**src/rtl/systolic_ctrl_if.sv**
```systemverilog
// Job handshake and operand/result strobe bundle between a job master and systolic_ctrl.
interface systolic_ctrl_if #(
    parameter int N     = 4,
    parameter int K_MAX = 16
);
    localparam int KW = $clog2(K_MAX + 1);
    localparam int AW = $clog2(K_MAX);
    localparam int RW = $clog2(N);

    logic          start;
    logic [KW-1:0] k_len;
    logic          abort;
    logic          busy;
    logic          done;
    logic          err;
    logic          clr_acc;
    logic          rd_en;
    logic [AW-1:0] rd_addr;
    logic [N-1:0]  lane_en;
    logic          cap_en;
    logic [RW-1:0] cap_row;
    logic [31:0]   perf_cycles;
    logic [15:0]   perf_jobs;

    modport master (
        output start, k_len, abort,
        input  busy, done, err, clr_acc, rd_en, rd_addr, lane_en,
               cap_en, cap_row, perf_cycles, perf_jobs
    );

    modport slave (
        input  start, k_len, abort,
        output busy, done, err, clr_acc, rd_en, rd_addr, lane_en,
               cap_en, cap_row, perf_cycles, perf_jobs
    );
endinterface

```
**src/rtl/systolic_ctrl.sv**
```systemverilog
// Job sequencer for an NxN systolic MAC array: clear, skewed operand feed, drain, row capture.
// Optional busy-cycle / job counters are built only when SYS_CTRL_PERF_EN is defined.
module systolic_ctrl #(
    parameter int N         = 4,
    parameter int K_MAX     = 16,
    parameter int DRAIN_CYC = 12
) (
    input  logic         clk,
    input  logic         rst,
    systolic_ctrl_if.slave bus
);
    localparam int KW = $clog2(K_MAX + 1);
    localparam int AW = $clog2(K_MAX);
    localparam int RW = $clog2(N);
    localparam int CW = $clog2(K_MAX + N + DRAIN_CYC);

    typedef enum logic [2:0] {IDLE, CLEAR, FEED, DRAIN, CAPTURE, DONE} state_t;

    state_t        state, state_d;
    logic [CW-1:0] cnt, cnt_d;
    logic [KW-1:0] klat, klat_d;
    logic          ill, ill_d;

    logic          busy_d, done_d, err_d, clr_d, rd_en_d, cap_en_d;
    logic [AW-1:0] rd_addr_d;
    logic [N-1:0]  lane_d;
    logic [RW-1:0] cap_row_d;

    always_ff @(posedge clk or negedge rst) begin
        if (!rst) begin
            state       <= IDLE;
            cnt         <= '0;
            klat        <= '0;
            ill         <= 1'b0;
            bus.busy    <= 1'b0;
            bus.done    <= 1'b0;
            bus.err     <= 1'b0;
            bus.clr_acc <= 1'b0;
            bus.rd_en   <= 1'b0;
            bus.rd_addr <= '0;
            bus.lane_en <= '0;
            bus.cap_en  <= 1'b0;
            bus.cap_row <= '0;
        end else begin
            state       <= state_d;
            cnt         <= cnt_d;
            klat        <= klat_d;
            ill         <= ill_d;
            bus.busy    <= busy_d;
            bus.done    <= done_d;
            bus.err     <= err_d;
            bus.clr_acc <= clr_d;
            bus.rd_en   <= rd_en_d;
            bus.rd_addr <= rd_addr_d;
            bus.lane_en <= lane_d;
            bus.cap_en  <= cap_en_d;
            bus.cap_row <= cap_row_d;
        end
    end

    always_comb begin
        state_d = state;
        cnt_d   = cnt;
        klat_d  = klat;
        ill_d   = ill;
        unique case (state)
            IDLE: begin
                if (bus.start && !bus.abort) begin
                    cnt_d  = '0;
                    klat_d = bus.k_len;
                    if (bus.k_len == '0 || bus.k_len > KW'(K_MAX)) begin
                        ill_d   = 1'b1;
                        state_d = DONE;
                    end else begin
                        ill_d   = 1'b0;
                        state_d = CLEAR;
                    end
                end
            end
            CLEAR: begin
                state_d = FEED;
                cnt_d   = '0;
            end
            FEED: begin
                if (cnt == CW'(klat) + CW'(N - 2)) begin
                    state_d = DRAIN;
                    cnt_d   = '0;
                end else begin
                    cnt_d = cnt + 1'b1;
                end
            end
            DRAIN: begin
                if (cnt == CW'(DRAIN_CYC - 1)) begin
                    state_d = CAPTURE;
                    cnt_d   = '0;
                end else begin
                    cnt_d = cnt + 1'b1;
                end
            end
            CAPTURE: begin
                if (cnt == CW'(N - 1)) begin
                    state_d = DONE;
                    cnt_d   = '0;
                end else begin
                    cnt_d = cnt + 1'b1;
                end
            end
            DONE: begin
                state_d = IDLE;
                ill_d   = 1'b0;
            end
            default: state_d = IDLE;
        endcase
        // abort is honoured while a job is in flight; DONE always completes
        if (bus.abort && state != IDLE && state != DONE) begin
            state_d = IDLE;
            cnt_d   = '0;
        end
    end

    // Outputs are decoded from the next state so they register alongside it
    always_comb begin
        busy_d   = (state_d != IDLE);
        clr_d    = (state_d == CLEAR);
        done_d   = (state_d == DONE);
        err_d    = (state_d == DONE) && ill_d;
        rd_en_d  = (state_d == FEED) && (cnt_d < CW'(klat_d));
        cap_en_d = (state_d == CAPTURE);
        lane_d   = '0;
        for (int unsigned i = 0; i < N; i++) begin
            lane_d[i] = (state_d == FEED) && (cnt_d >= CW'(i))
                        && (cnt_d < CW'(i) + CW'(klat_d));
        end
        rd_addr_d = rd_en_d ? cnt_d[AW-1:0] : bus.rd_addr;
        cap_row_d = cap_en_d ? cnt_d[RW-1:0] : bus.cap_row;
    end

`ifdef SYS_CTRL_PERF_EN
    always_ff @(posedge clk or negedge rst) begin
        if (!rst) begin
            bus.perf_cycles <= '0;
            bus.perf_jobs   <= '0;
        end else begin
            if (bus.busy && bus.perf_cycles != '1)
                bus.perf_cycles <= bus.perf_cycles + 1'b1;
            if (bus.done && !bus.err)
                bus.perf_jobs <= bus.perf_jobs + 1'b1;
        end
    end
`else
    assign bus.perf_cycles = '0;
    assign bus.perf_jobs   = '0;
`endif
endmodule

```
**src/flat_wrapper.sv**
```systemverilog
// flat-port wrapper written by rule: the top's interface ports become plain ports
module systolic_ctrl_flat 
#(
    parameter int N         = 4,
    parameter int K_MAX     = 16,
    parameter int DRAIN_CYC = 12
)
  (clk, rst, bus_start, bus_k_len, bus_abort, bus_busy, bus_done, bus_err, bus_clr_acc, bus_rd_en, bus_rd_addr, bus_lane_en, bus_cap_en, bus_cap_row, bus_perf_cycles, bus_perf_jobs);
  systolic_ctrl_if #(.N(N), .K_MAX(K_MAX)) bus_i ();
  input  logic clk;
  input  logic rst;
  input wire logic [$bits(bus_i.start)-1:0] bus_start;
  input wire logic [$bits(bus_i.k_len)-1:0] bus_k_len;
  input wire logic [$bits(bus_i.abort)-1:0] bus_abort;
  output wire logic [$bits(bus_i.busy)-1:0] bus_busy;
  output wire logic [$bits(bus_i.done)-1:0] bus_done;
  output wire logic [$bits(bus_i.err)-1:0] bus_err;
  output wire logic [$bits(bus_i.clr_acc)-1:0] bus_clr_acc;
  output wire logic [$bits(bus_i.rd_en)-1:0] bus_rd_en;
  output wire logic [$bits(bus_i.rd_addr)-1:0] bus_rd_addr;
  output wire logic [$bits(bus_i.lane_en)-1:0] bus_lane_en;
  output wire logic [$bits(bus_i.cap_en)-1:0] bus_cap_en;
  output wire logic [$bits(bus_i.cap_row)-1:0] bus_cap_row;
  output wire logic [$bits(bus_i.perf_cycles)-1:0] bus_perf_cycles;
  output wire logic [$bits(bus_i.perf_jobs)-1:0] bus_perf_jobs;
  assign bus_i.start = bus_start;
  assign bus_i.k_len = bus_k_len;
  assign bus_i.abort = bus_abort;
  assign bus_busy = bus_i.busy;
  assign bus_done = bus_i.done;
  assign bus_err = bus_i.err;
  assign bus_clr_acc = bus_i.clr_acc;
  assign bus_rd_en = bus_i.rd_en;
  assign bus_rd_addr = bus_i.rd_addr;
  assign bus_lane_en = bus_i.lane_en;
  assign bus_cap_en = bus_i.cap_en;
  assign bus_cap_row = bus_i.cap_row;
  assign bus_perf_cycles = bus_i.perf_cycles;
  assign bus_perf_jobs = bus_i.perf_jobs;
  systolic_ctrl #(.N(N), .K_MAX(K_MAX), .DRAIN_CYC(DRAIN_CYC)) u_core (.clk(clk), .rst(rst), .bus(bus_i));
endmodule
```
**config.mk**
```make
export PLATFORM = sky130hd
export DESIGN_NAME = systolic_ctrl_flat
export DESIGN_NICKNAME = d
export VERILOG_FILES = /design/src/rtl/systolic_ctrl_if.sv /design/src/rtl/systolic_ctrl.sv /design/src/flat_wrapper.sv
export SDC_FILE = /design/constraint.sdc
export NUM_CORES = 1
export LEC_CHECK = 0
export BUFFER_PORTS_ARGS = -buffer_cell sky130_fd_sc_hd__buf_4
export CAP_MARGIN = 25
export CORE_MARGIN = 3
export CORE_UTILIZATION = 40
export CTS_BUF_LIST = sky130_fd_sc_hd__clkbuf_16
export DETAILED_ROUTE_END_ITERATION = 16
export PLACE_DENSITY = 0.68
export SLEW_MARGIN = 30
export SYNTH_ARGS = -nofsm -noshare
export SYNTH_HDL_FRONTEND = slang
export SYNTH_SLANG_ARGS = --single-unit
export TNS_END_PERCENT = 5
```
**constraint.sdc**
```tcl
create_clock -name clk -period 4.5 [get_ports clk]
set_input_delay 0.225 -clock clk [delete_from_list [all_inputs] [get_ports clk]]
set_output_delay 0.225 -clock clk [all_outputs]
set_load 0.05 [all_outputs]
```
==> results of run 1 <==
## cell families (layout without fill, tap and decap cells)
| kind of cell | count (synthesis) | after routing | synth area share, % |
|---|---|---|---|
| xor gates and xnor gates | 18 | 18 | 7.09 |
| and+or+nand+nor | 65 | 65 | 15.9 |
| other | 1 | 48 | 0.154 |
| buffers and inverters | 64 | 47 | 17.5 |
| DFF | 29 | 29 | 29.8 |
| muxes | 11 | 11 | 5.08 |
| AOI/OAI and AO/OA | 43 | 43 | 13.2 |
| adders and majority gates | 22 | 22 | 11.3 |
## cell usage after synthesis (all sizes together) (4+ instances only)
cell type   n
buf        51
dfrtp      29
ha         22
nand2      11
xnor2      11
nand3       9
a21oi       8
inv         8
mux2        8
o21ai       8
a21o        7
nor2        7
xor2        6
clkbuf      5
nand4       5
nor3        5
a211oi      4
nand2b      4
nor4        4
## state kept, by name, summed over array words and instances (netlist names)
name / flops
u_core.bus.busy: 1
u_core.bus.done: 1
u_core.cnt: 5
u_core.klat: 5
u_core.state: 3
u_core.ill: 1
u_core.bus.err: 1
u_core.bus.cap_en: 1
u_core.bus.cap_row: 2
u_core.bus.clr_acc: 1
u_core.bus.lane_en: 4
u_core.bus.rd_addr: 4
## worst max-delay path by stage
stage	start	end	slack, ps	cells after the start
3_3_place_gp	u_core.klat[1]$_DFF_PN0_	u_core.bus.rd_addr[3]$_DFFE_PN0P_	770	12
3_5_place_dp	u_core.klat[1]$_DFF_PN0_	u_core.bus.rd_addr[2]$_DFFE_PN0P_	660	12
6_report	u_core.klat[1]$_DFF_PN0_	u_core.bus.rd_addr[2]$_DFFE_PN0P_	650	12
2_1_floorplan	u_core.klat[1]$_DFF_PN0_	u_core.bus.rd_addr[0]$_DFFE_PN0P_	860	13
5_1_grt	u_core.state[0]$_DFF_PN0_	u_core.bus.rd_addr[2]$_DFFE_PN0P_	360	11
4_1_cts	u_core.klat[1]$_DFF_PN0_	u_core.bus.rd_addr[2]$_DFFE_PN0P_	680	12
## critical path, delay by kind of cell, from the launching register on
| family | cells | cell delay, ps |
|---|---|---|
| multiplexers | 1 | 380 |
| XOR/XNOR | 1 | 370 |
| adder cells (fa/ha/maj) | 2 | 570 |
| AND/OR/NAND/NOR | 5 | 900 |
| flip-flops | 1 | 410 |
| AO/OA/AOI/OAI | 3 | 1100 |
## power by group through the flow
stage	Combinational, mW	Sequential, mW	Clock [mW]
global placement	1.09	0.426	0
CTS	1.14	0.423	0.434
floorplan	0.795	0.500	0
global route	1.25	0.436	0.451
detailed placement	1.11	0.427	0
finish	1.13	0.424	0.429
## layer usage
layer  GRT usage (%)  routed length [um]  up-vias
li1                -                   -      863
met3            4.15                 290       18
met1            17.5                2170      863
met4            9.50                 197        0
met2            25.3                2600       64
met5               0                   0        -
## cell usage in the layout (no fill, tap or decap), types with 2 or more instances in the layout
cell type,netlist,routed
and2_1,3,3
nor4_1,4,4
and3_1,2,2
a21o_1,7,7
conb_1,1,48
mux2_2,7,7
clkbuf_16,0,5
inv_1,8,8
nand4_1,5,5
buf_4,49,30
ha_1,22,22
nor3b_1,2,2
nand3_1,9,9
mux2i_1,3,3
a211o_1,3,3
xor2_1,6,6
a21oi_1,7,7
o21a_1,3,3
o21ai_0,7,7
nand2b_1,4,4
nor2_1,7,7
nand2_1,11,11
nor2b_1,2,2
xnor2_1,11,11
a211oi_1,4,4
bufinv_16,0,2
dfrtp_1,29,29
nor3_1,5,5
## layout make-up
class | count | share of cell area, %
multi-input cells | 207 | 53.5
well taps | 72 | 3.30
inverters | 8 | 1.10
clock buffers | 5 | 4.58
flip-flops and latches | 29 | 26.6
clock inverters | 3 | 2.38
repair buffers | 31 | 8.61
## through the flow
step	utilization (%)	cells	cell area, um^2
finish	47.8	355	2730
global route	47.8	355	2730
CTS	47.8	355	2730
detailed placement	44.3	346	2530
global placement	44.3	346	2530
floorplan	-	300	2610
## timing repair
action                                 CTS  global route
resized for setup                        0             0
endpoints found under the hold margin   29             0
hold buffers                             1             0
==> impl_summary.md, run 1 <==
Global routing
The first global-routing pass estimated 8590 um of wire. The overflow left after global routing is 0. Global routing used around 15% of the available tracks across all layers. The number of antenna violations at the first check in global routing is 0. Entering global routing, the biggest net connects 30 pins. The via count of the first global-routing pass was 1837.

Power and ir drop
The power density over the cells is 727 mW/mm^2. Net switching is 45.7% of the power. Of the total power, the clock network draws around 22%. The total power is between 1.5 and 2 mW. The analysis attributes to net switching a power of 0.907 mW.

The share of total power dissipated in combinational logic is a little under three fifths. The static power due to leakage is 1.39 nW. The power share of the sequential group is roughly a fifth. The highest ir drop seen on vdd is approximately 0.40 mV.

Cell internal power was estimated by the tool at approximately 1.1 mW.

Yosys
In this run, distinct cell masters in the synthesized netlist total 53. The count of flip-flops with a built-in enable after synthesis is 0. The warning count from the yosys run is 0.

Summed over all instances, the cell type with the most area after synthesis is dfrtp_1. The share of synthesized flip-flops with an asynchronous set or reset is 100%. After synthesis the cells add up to 0.00244 mm^2. The number of standard cells after synthesis is roughly 250. The sequential share of the synthesized area is roughly 30%.

The fraction of synthesized cell area taken by the top area cell type is 29.8%. By area the synthesized netlist is led by dfrtp_1 (30%), buf_4 (15%), ha_1 (11%). After synthesis, the mean cell area works out to slightly below 10 um^2. The most frequently used flop master after synthesis is dfrtp_1. The register bit count reported by yosys is 29.

Final layout
The sequential cells in the finished layout cover a total of around 730 um^2. The final layout contains approximately 310 nets. Relative to the synthesized area, the layout overhead comes to 12.1%. Cells with a size suffix above 1 make up a little under a fifth of the layout. 0 antenna diodes ended up in the layout. The multi-input combinational cells in the finished layout cover a total of about 0.0015 mm^2. The number of fill cells in the layout is 540.

Place
Prior to clock tree synthesis, the placed netlist has a worst setup slack of ~660 ps. The final weighted congestion of routability-driven global placement is 0.873. The post-DP HPWL is 3880 um. The number of port buffers is 24.

STA
Setup violations remaining at the end of the flow were counted as 0. The hold violation total from the final report was 0. The normalized max-slew margin is between 60% and 70%.

Hold is met by 222 ps. The worst path setup slack after routing is approximately 650 ps. The fmax is around 260 MHz. The worst path uses a little under nine tenths of the clock period. The post-route setup TNS is 0 ps. The worst-case clock skew is 2.56 ps. The number of slew-limit violations in the final report came to 0. The slew at the pin closest to its max-slew limit is 590 ps.

Setup repair after global routing left no endpoint under its margin. The clock period minus final worst setup slack is a little under 4000 ps.

Die
The initial utilization of the core area, before any placement, comes to 42.7%. The initialized floorplan defines 27 standard-cell rows. The chip width is roughly 84 um. The total I/O pin count is 73. The area inside the core boundary is 0.00571 mm^2. The die area is 0.00706 mm^2. The die height is approximately 84 um.

Critical path
The worst setup path is captured at a flip-flop. The setup slack on the worst flop-to-flop path is between 600 and 700 ps. The worst setup path is of the reg2reg kind. The signal on the critical path passes through ha_1, xor3_1, nor2_1, and4_1, or2_2, o2bb2ai_1, ha_1, nor2b_1, o21ai_0, nand2b_1, a2111oi_4, mux2_2.

For this run, the slowest stage of the critical path takes 490 ps. The critical-path maximum fanout is 6. The worst register-to-register path ends at u_core.bus.rd_addr[2]$_DFFE_PN0P_. Counting cells, the worst reg-to-reg path comes to 12. In this run the critical register-to-register path is launched from u_core.klat[1]$_DFF_PN0_. The cell with the largest stage delay on the worst path is o2bb2ai_1. The most common cell type on the critical path is ha_1. The data required time of the worst path is between 4000 and 5000 ps. The startpoint type of the worst setup path is a flip-flop. The data arrival time of the worst path is 4010 ps.

Min path
The number of cells traversed by the worst hold path is 2. The worst hold endpoint is u_core.state[1]$_DFF_PN0_. The tightest min-delay check is of the in2reg type.

The launch point of the worst hold path is bus_abort.

Route
The number of nets still failing antenna checks after routing is 0. The first detailed-routing pass ran for 4 iterations. The routed length per placed instance is about 15 um. The total via count after detailed routing is between 1500 and 2000. The violation count after the first detailed-route iteration is just under 90. In the routed layout, each cell is associated on average with a via count of around 5.1. The overall routed net length is 5260 um. The DRC violation count after routing is 0.

Clock network
The post-CTS repair timing setup buffer count is 0. The root buffer cell chosen for the clock tree is clkbuf_16. CTS built an H-tree with a depth of 2. The TritonCTS clock tree is built. Buffers inserted during clock tree synthesis total 5. The clock drives 29 sinks. The worst-skew pair later-pin latency is ~270 ps.

Clock-pin slew was measured on the worst setup and hold paths at about 50 ps. In this run the deepest clock path goes through 2 buffers.

Run
The tool flagged a number of max-cap violations equal to 0.

Outcome
The run finished with clean final reports.
Power figures use the tool's default switching activity.
==> run 2: changes to the inputs <==
--- a/config.mk
+++ b/config.mk
@@ -10,8 +10,9 @@
 export CORE_MARGIN = 3
 export CORE_UTILIZATION = 40
 export CTS_BUF_LIST = sky130_fd_sc_hd__clkbuf_16
+export CTS_CLUSTER_DIAMETER = 30
 export DETAILED_ROUTE_END_ITERATION = 16
-export PLACE_DENSITY = 0.68
+export PLACE_DENSITY = 0.73
 export SLEW_MARGIN = 30
 export SYNTH_ARGS = -nofsm -noshare
 export SYNTH_HDL_FRONTEND = slang
==> run 2 against run 1 <==
Sequential power hardly changed. Clock-buffer cell count unchanged. First-iteration DRC count grew 61%.
==> impl_summary.md, run 2 (synthesis results as in run 1) <==
Outcome
The run finished with clean final reports.

Critical path
The count of buffering cells on the critical path with inverters included is 0 (unchanged). The class of the most critical setup path is reg2reg. The most common cell type on the critical path is ha_1.

The critical path goes through ha_1, xor3_1, nor2_1, and4_1, or2_2, o2bb2ai_1, ha_1, nor2b_1, o21ai_0, nand2b_1, a2111oi_4, mux2_2. The maximum cell stage delay along the critical path came to 480 ps (about the same). The data required time of the worst path is 4660 ps (about the same). The data arrival time of the worst path is 3990 ps (-20 ps). The cell type group with the largest total delay on the critical path is compound AO/OA/AOI/OAI gates. The critical-path maximum fanout is 6 (unchanged). The cell with the largest stage delay on the worst path is o2bb2ai_1.

The startpoint type of the worst setup path is a flip-flop. The capturing element type of the critical path is a flip-flop.

Route
The violation count after the first detailed-route iteration is 142 (+61%). The first-pass iteration count of the detailed router is 4 (unchanged). The average via count per standard cell is 5.01 (-1.7%). The number of nets still failing antenna checks after routing is 0 (unchanged). The overall routed net length was 4870 um (-7.3%). The routed length per placed instance is 13.7 um (-7.3%).

The DRC violation count after routing is 0 (unchanged). The total via count after detailed routing came to 1778 (-1.7%).

STA
The total setup violations reported at the end of the flow is 0 (unchanged). The fmax is 261 MHz (+0.36%). The worst-case clock skew is 2.65 ps (+0.0836 ps).

The slew at the pin closest to its max-slew limit came to 654 ps (+64.5 ps). The fraction of the cycle the final worst path needs is 85.2% (-0.31 points). The post-route setup TNS is 0 ps (unchanged). The worst path setup slack after routing is 664 ps (+13.8 ps).

The normalized max-slew margin is 55.1% (-5.5 points). The clock period minus final worst setup slack came to 3840 ps (-13.8 ps). The number of slew-limit violations in the final report is 0 (unchanged). The hold violation total from the final report is 0 (unchanged). Setup repair after global routing left no endpoint under its margin.

Final layout
The ratio of cells with drive above 1 in the final layout is 18.4% (-0.35 points). In the final layout, the registers with the most flip-flops are u_core.cnt: 5 flops, u_core.klat: 5 flops. In the layout the commonest cells are conb_1 (48), buf_4 (30), dfrtp_1 (29). The multi-input combinational cell area was 0.00146 mm^2 (unchanged). The number of antenna cells inserted was 0 (unchanged).

The number of nets in the layout is 313 (unchanged). The area occupied by registers came to 726 um^2 (unchanged). Compared with the post-synthesis result, the final layout area differs by 10.0%. The number of fill cells in the layout is 552 (+2.2%). Leaving out fill and tap cells, the most frequent cell in the layout is conb_1.

The summed area of non-filler cells in the final layout is 0.00268 mm^2 (-1.9%).

Die
The cell row count is 27 (unchanged). The die area was 0.00706 mm^2 (unchanged). The die height is 84.0 um (unchanged).

The chip width was 84.0 um (unchanged). The area inside the core boundary is 0.00571 mm^2 (unchanged). The total I/O pin count came to 73 (unchanged).

The initial core utilization is 42.7% (unchanged).

Power and ir drop
The highest ir drop seen on vdd is 0.292 mV (-27%). The total power is 1.83 mW (-7.9%). The power density over the cells is 682 mW/mm^2 (-6.1%).

The static power due to leakage is 1.37 nW (-1.3%).

Clock network
The post-CTS repair timing setup buffer count is 0 (unchanged). The number of H-tree levels is 2 (unchanged). Clock tree synthesis selected as its root buffer the cell clkbuf_16.

The TritonCTS clock tree is built. The number of gates resized after CTS came to 0 (unchanged). The clock-pin slew on the worst setup and hold paths is 50 ps (about the same).

The number of buffers created by CTS is 5 (unchanged). The maximum root-to-sink buffer count is 2 (unchanged). The worst-skew pair later-pin latency came to 270 ps (about the same).

The number of sinks driven by the clock tree came to 29 (unchanged).

Global routing
The largest net degree at the start of global routing is 30 (unchanged). The via count of the first global-routing pass is 1725 (-6.1%). The number of antenna violations at the first check in global routing was 0 (unchanged). The global-route usage over all layers was 14.4% (-0.97 points).

The overflow left after global routing came to 0 (unchanged). The first-pass GRT wire length is 8070 um (-6.1%).

Place
The number of port buffers is 24 (unchanged). The post-placement worst setup slack was 707 ps (+42.5 ps). The final weighted congestion of routability-driven global placement was 0.865 (-0.96%). The post-DP HPWL is 3780 um (-2.6%).

The instance area after placement is 0.00253 mm^2 (unchanged).

Run
The number of maximum-capacitance violations was 0 (unchanged).

Min path
The min-delay analysis places its worst path in the category in2reg.
run 2: cell count changes in the layout (fill, tap and decap cells not counted), sizes merged:
cell    before  now
inv          8    9
bufinv       2    0
clkinv       1    2
run 2: final timing paths:
check	from	to	slack (ps)	cells after the start
min in group asynchronous	rst	u_core.bus.busy$_DFF_PN0_	410	2
hold / removal	bus_abort	u_core.state[1]$_DFF_PN0_	250	2
setup reg to reg	u_core.klat[1]$_DFF_PN0_	u_core.bus.rd_addr[1]$_DFFE_PN0P_	660	12
max in group asynchronous	rst	u_core.state[0]$_DFF_PN0_	3820	2
setup / recovery	u_core.klat[1]$_DFF_PN0_	u_core.bus.rd_addr[1]$_DFFE_PN0P_	660	12
hold reg to reg	u_core.bus.cap_row[0]$_DFFE_PN0P_	u_core.bus.cap_row[0]$_DFFE_PN0P_	510	1
run 2: per-layer routing:
metal  routed length [um]  global-route usage (%)  part of all wire (%)  up-vias
met5                    0                       0                     0        -
li1                     -                       -                     -      863
met1                 2060                    17.3                    42      862
met3                  252                    3.46                   5.2        7
met2                 2490                    24.4                    51       46
met4                   79                    5.85                   1.6        0
run 2: where the power goes:
part           internal [mW]  total [mW]  switching (mW)  leakage (nW)
registers              0.339       0.423          0.0835         0.383
logic                  0.416        1.10           0.687         0.910
clock network          0.199       0.304           0.105        0.0748
total                  0.954        1.83           0.875          1.37
run 2: through the flow:
stage / hold slack (ps) / cells / utilization (%)
CTS: 233 / 355 / 46.9
floorplan: -70.6 / 300 / -
finish: 248 / 355 / 46.9
global placement: 163 / 346 / 44.3
detailed placement: 169 / 346 / 44.3
global route: 248 / 355 / 46.9
run 2: area by class of cell:
cell class              count  area share (%)
clock inverters             3           0.514
flip-flops and latches     29            27.1
inverters                   8            1.12
well taps                  72            3.36
repair buffers             31            8.78
multi-input cells         207            54.5
clock buffers               5            4.67
run 2: timing repair:
item,4_1_cts,5_1_grt
setup endpoints to repair,0,0
endpoints found under the hold margin,29,0
hold buffers,1,0
